### src/rtl/pipeline_ctrl.sv
// rtl/pipeline_ctrl.sv - pipeline hazard/stall/flush controller with multi-cycle mul/div sequencing
//
// Purpose: derives the pipeline register load enables and bubble-insert requests
// for a 5-stage pipeline from the hazard inputs, and sequences multi-cycle
// mul/div operations that hold the EX stage.
//
// Ports:
//   clk, rst                  clock; asynchronous active-high reset
//   load_use                  ID consumes the result of a load currently in EX
//   muldiv_start              EX holds a mul/div instruction
//   mem_stall                 data memory not ready for the MEM-stage access
//   branch_redirect           EX resolved a taken/mispredicted branch
//   exception                 MEM-stage instruction raised an exception
//   pc_en .. mem_wb_en        pipeline register load enables
//   if_id_flush .. mem_wb_flush  synchronous bubble insert (register loads NOP when enabled)
//   muldiv_busy               mul/div sequence in progress
//   muldiv_done               one-cycle pulse, mul/div result may advance
//   muldiv_cancel             one-cycle pulse, abort the mul/div unit
//   stall_count               free-running count of cycles with pc_en=0
module pipeline_ctrl #(
  parameter int MULDIV_LATENCY = 32
) (
  input  logic        clk,
  input  logic        rst,
  input  logic        load_use,
  input  logic        muldiv_start,
  input  logic        mem_stall,
  input  logic        branch_redirect,
  input  logic        exception,
  output logic        pc_en,
  output logic        if_id_en,
  output logic        id_ex_en,
  output logic        ex_mem_en,
  output logic        mem_wb_en,
  output logic        if_id_flush,
  output logic        id_ex_flush,
  output logic        ex_mem_flush,
  output logic        mem_wb_flush,
  output logic        muldiv_busy,
  output logic        muldiv_done,
  output logic        muldiv_cancel,
  output logic [31:0] stall_count
);

  localparam int CW = (MULDIV_LATENCY > 1) ? $clog2(MULDIV_LATENCY) : 1;

  localparam logic [0:0] RUN    = 1'b0;
  localparam logic [0:0] MULDIV = 1'b1;

  // The accepting cycle in RUN is itself the first stall cycle, so the
  // counter only has to cover the remaining MULDIV_LATENCY-1 cycles.
  localparam logic [CW-1:0] CNT_LOAD = CW'(MULDIV_LATENCY - 1);

  logic [0:0]    state;
  logic [0:0]    state_nxt;
  logic [CW-1:0] cnt;
  logic [CW-1:0] cnt_nxt;

  logic in_md;
  logic cnt_nz;
  logic mstall;

  assign in_md  = (state == MULDIV);
  assign cnt_nz = (cnt != '0);
  assign mstall = (!in_md && muldiv_start) || (in_md && cnt_nz);

  // Hazard resolution, highest priority first. Everything is gated by rst so
  // the pipeline is frozen while reset is held.
  always_comb begin
    pc_en         = 1'b1;
    if_id_en      = 1'b1;
    id_ex_en      = 1'b1;
    ex_mem_en     = 1'b1;
    mem_wb_en     = 1'b1;
    if_id_flush   = 1'b0;
    id_ex_flush   = 1'b0;
    ex_mem_flush  = 1'b0;
    mem_wb_flush  = 1'b0;
    muldiv_busy   = in_md;
    muldiv_done   = in_md && !cnt_nz && !mem_stall && !exception;
    muldiv_cancel = in_md && exception;

    if (exception) begin
      // Squash everything younger than the faulting MEM instruction.
      if_id_flush  = 1'b1;
      id_ex_flush  = 1'b1;
      ex_mem_flush = 1'b1;
    end else if (mem_stall) begin
      // Freeze up to MEM; WB drains and receives a bubble.
      pc_en        = 1'b0;
      if_id_en     = 1'b0;
      id_ex_en     = 1'b0;
      ex_mem_en    = 1'b0;
      mem_wb_flush = 1'b1;
    end else if (mstall) begin
      // EX held by the mul/div; MEM gets a bubble behind it.
      pc_en        = 1'b0;
      if_id_en     = 1'b0;
      id_ex_en     = 1'b0;
      ex_mem_flush = 1'b1;
    end else if (branch_redirect) begin
      if_id_flush = 1'b1;
      id_ex_flush = 1'b1;
    end else if (load_use) begin
      pc_en       = 1'b0;
      if_id_en    = 1'b0;
      id_ex_flush = 1'b1;
    end

    if (rst) begin
      pc_en         = 1'b0;
      if_id_en      = 1'b0;
      id_ex_en      = 1'b0;
      ex_mem_en     = 1'b0;
      mem_wb_en     = 1'b0;
      if_id_flush   = 1'b0;
      id_ex_flush   = 1'b0;
      ex_mem_flush  = 1'b0;
      mem_wb_flush  = 1'b0;
      muldiv_busy   = 1'b0;
      muldiv_done   = 1'b0;
      muldiv_cancel = 1'b0;
    end
  end

  always_comb begin
    state_nxt = state;
    cnt_nxt   = cnt;
    if (!in_md) begin
      // A start blocked by mem_stall or an exception is simply retried later.
      if (muldiv_start && !mem_stall && !exception) begin
        state_nxt = MULDIV;
        cnt_nxt   = CNT_LOAD;
      end
    end else if (exception) begin
      state_nxt = RUN;
      cnt_nxt   = '0;
    end else if (cnt_nz) begin
      // Counts down through mem_stall cycles too; the unit keeps computing.
      cnt_nxt = cnt - 1'b1;
    end else if (!mem_stall) begin
      state_nxt = RUN;
    end
  end

  always_ff @(posedge clk or posedge rst) begin
    if (rst) begin
      state <= RUN;
      cnt   <= '0;
    end else begin
      state <= state_nxt;
      cnt   <= cnt_nxt;
    end
  end

  always_ff @(posedge clk or posedge rst) begin
    if (rst) begin
      stall_count <= '0;
    end else if (!pc_en) begin
      stall_count <= stall_count + 32'd1;
    end
  end

endmodule

### config.mk
export PLATFORM = sky130hd
export DESIGN_NAME = pipeline_ctrl
export DESIGN_NICKNAME = d
export VERILOG_FILES = /design/src/rtl/pipeline_ctrl.sv
export SDC_FILE = /design/constraint.sdc
export NUM_CORES = 1
export LEC_CHECK = 0
export ABC_AREA = 1
export BUFFER_PORTS_ARGS = -buffer_cell sky130_fd_sc_hd__buf_2
export CELL_PAD_IN_SITES_DETAIL_PLACEMENT = 0
export CELL_PAD_IN_SITES_GLOBAL_PLACEMENT = 1
export CORE_ASPECT_RATIO = 1.4
export CORE_MARGIN = 10
export CORE_UTILIZATION = 42
export DETAILED_ROUTE_END_ITERATION = 8
export HOLD_SLACK_MARGIN = 0.15
export PLACE_DENSITY = 0.92
export SLEW_MARGIN = 40
export SYNTH_ARGS = -nofsm -noshare
export SYNTH_HDL_FRONTEND = slang
export SYNTH_SLANG_ARGS = --single-unit
### constraint.sdc
create_clock -name clk -period 5.35 [get_ports clk]
set_input_delay 0.8025 -clock clk [delete_from_list [all_inputs] [get_ports clk]]
set_output_delay 0.8025 -clock clk [all_outputs]
set_load 0.01 [all_outputs]
==> impl_metrics.json <==
{
  "status": "finished, final reports clean",
  "synthArstFlopShare": 1.00,
  "cts_resized": 0,
  "powerDensity_mw_per_mm2": 276,
  "drcViolationCount": 0,
  "clk_latency_ns": 0.29,
  "route.detailed.wl_per_inst_um": 13.8,
  "antennaDiodeCount": 0,
  "synth_adder_area_share": 0.00928,
  "synth_nets": 415,
  "p_leak_uw": 0.00162,
  "cts_setup_buffers": 0,
  "routed_via_density": 5.09,
  "tns_ns": 0,
  "met3_length_um": 338,
  "grt_max_degree": 46,
  "grt_pass1_wl_um": 12200,
  "gp_congestion": 0.917,
  "met2_length_um": 3820,
  "route.layer.met1.wl_um": 2950,
  "start_util": 0.434,
  "rows": 34,
  "period_needed_ns": 2.95,
  "hold_viol": 0,
  "die-area_mm2": 0.0101,
  "drt-initial-drc-count": 104,
  "drt_first_pass_iters": 4,
  "switching_share": 0.380,
  "numPortBuffers": 50,
  "max_freq_ghz": 0.339,
  "syn_avg_cell_area_um2": 6.64,
  "vias": 2671,
  "core_mm2": 0.00621,
  "overflow": 0,
  "drv_cap": 0,
  "fp.dieW_um": 87.7,
  "irDropWorstVdd_uv": 268,
  "io_pins": 51,
  "fillers": 673,
  "grt_pass1_vias": 2612,
  "netlist_area_mm2": 0.00270,
  "yosysWarnings": 0,
  "ys_ff_latch": 38,
  "synth_compound_area_frac": 0.0376,
  "postRouteAntennaNets": 0,
  "synth-edff-count": 0,
  "cts_made_buffers": 5,
  "crit_arrival_ns": 2.14,
  "ctsHtreeMaxLevel": 2,
  "comb_power_share": 0.313,
  "routed.top_layer": "met4",
  "p_int_uw": 520,
  "wl_um": 7240,
  "track_usage": 0.148,
  "finClkSkew_ns": 0.0111,
  "yosysSeqAreaShare": 0.353,
  "slew_headroom": 0.587,
  "fp.dieH_um": 115,
  "clk_pin_slew_ns": 0.06,
  "crit_type": "in2out",
  "hold_class": "reg2reg",
  "rsz0062_at_grt": "false",
  "final_layout_size_suffix_gt1_frac": 0.174,
  "p_seq_frac": 0.461,
  "cts_buffer_depth": 2,
  "clkPwrFrac": 0.226,
  "cts.sinks": 38,
  "p_switching_uw": 319,
  "crit_path_max_fanout": 45,
  "holdBufCountCts": 0,
  "cp.required_ns": 4.55,
  "cts_tree": "built",
  "setup_viol": 0,
  "fin_hold_ws_ns": 0.520,
  "synthCells": 406,
  "cts-root-buf": "clkbuf_8",
  "fin_crit_sh": 0.551,
  "synth_top_family_by_area": "simple AND/OR/NAND/NOR gates",
  "endpoint_kind": "primary output",
  "worstMarginPinSlew_ns": 0.617,
  "slew_viol_final": 0,
  "synth_xor_area_frac": 0.0487,
  "synth_mux_area_frac": 0,
  "synth_flop_cell": "dfrtp_1",
  "synth_cell_type_count": 31,
  "cp-start-kind": "input port",
  "antenna_found_initial": 0,
  "area_growth_pct": 12.8,
  "nets": 462,
  "synth-simple-area-share": 0.486,
  "dp_hpwl_um": 5530
}
==> critical path, cell delays in order <==
cell	delay, ns
buf_2	0.14
inv_2	0.43
buf_4	0.52
buf_2	0.22
==> cell families after synthesis <==
logic type	Yosys count
buf+inv	37
flops	38
fa+ha+maj	2
simple gates	296
compound gates	18
xor+xnor	15
==> cell type report <==
type,instances,area (µm²),share of cell area
clock buffers,7,76.3,0.0251
inverters,26,97.6,0.0321
multi-input cells,331,1570,0.516
flip-flops and latches,38,951,0.313
well taps,72,90.1,0.0296
repair buffers,51,258,0.0848
==> synthesized netlist by cell type, types with 2 or more instances <==
master	count	area, µm²
nand2_2	5	31.3
o21ai_0	3	15.0
clkbuf_1	3	11.3
nor2_4	3	33.8
nor2_2	8	50.1
a22oi_1	2	15.0
nand3_1	38	190
buf_4	4	30.0
nand3b_1	15	113
nor2_1	48	180
ha_1	2	25.0
or2_2	2	12.5
inv_1	24	90.1
a21oi_1	10	50.1
buf_6	3	33.8
nor3_1	2	10.0
xnor2_1	6	52.6
dfrtp_1	38	951
nand2_1	170	638
xor2_1	9	78.8
==> worst paths after layout <==
path | from | end | slack, ns | depth (start not counted)
max in group asynchronous | rst | stall_count[9]$_DFFE_PP0N_ | 3.85 | 3
min reg2reg | cnt[4]$_DFFE_PP0P_ | cnt[4]$_DFFE_PP0P_ | 0.52 | 2
min in group asynchronous | rst | stall_count[26]$_DFFE_PP0N_ | 0.62 | 2
max | rst | mem_wb_en | 2.40 | 4
max reg2reg | cnt[0]$_DFFE_PP0P_ | stall_count[8]$_DFFE_PP0N_ | 3.49 | 8
min | cnt[4]$_DFFE_PP0P_ | cnt[4]$_DFFE_PP0P_ | 0.52 | 2
==> layer usage <==
metal	vias to the layer above	track usage
li1	1374	-
met1	1235	0.163
met2	49	0.266
met3	13	0.0354
met4	0	0.0522
met5	-	0
==> power groups by stage <==
| stage | Combinational (µW) | Clock, µW | Sequential, µW |
|---|---|---|---|
| 2_1_floorplan | 191 | 0 | 390 |
| 3_3_place_gp | 261 | 0 | 391 |
| 3_5_place_dp | 266 | 0 | 392 |
| 4_1_cts | 268 | 193 | 386 |
| 5_1_grt | 306 | 205 | 397 |
| 6_report | 263 | 189 | 387 |
==> flip-flops by register name, indices dropped and copies added, names as in the netlist <==
signal       count
cnt              5
in_md            1
stall_count     32
==> placed cells by master, fill, tap and decap left out <==
master and count:
a31oi_1 1, nand2_1 170, clkbuf_1 2, xor2_1 9, nor2_4 3, nand2_2 5
a22oi_1 2, nor3_1 2, buf_4 1, inv_2 2, nor2_1 48, nand3_1 38
a21oi_1 10, o21ai_0 3, nand4_1 1, or2_1 1, nand2_4 1, buf_2 50
nand3b_1 15, a21boi_0 1, inv_1 24, nand3_4 1, o211ai_1 1, xnor2_1 6
dfrtp_1 38, nand3_2 1, nor2_2 8, clkbuf_8 5, or2_2 2, ha_1 2
==> stage by stage <==
stage           util  power [µW]  cells  worst slack, ns  cell area (µm²)
4_1_cts        0.490         847    525             2.36             3040
5_1_grt        0.490         908    525             2.22             3040
6_report       0.490         839    525             2.40             3040
2_1_floorplan      -         581    406             2.21             2700
3_5_place_dp   0.477         658    518             2.37             2960
3_3_place_gp   0.477         652    518             2.41             2960
No activity file was read; power rests on OpenSTA's default activity.
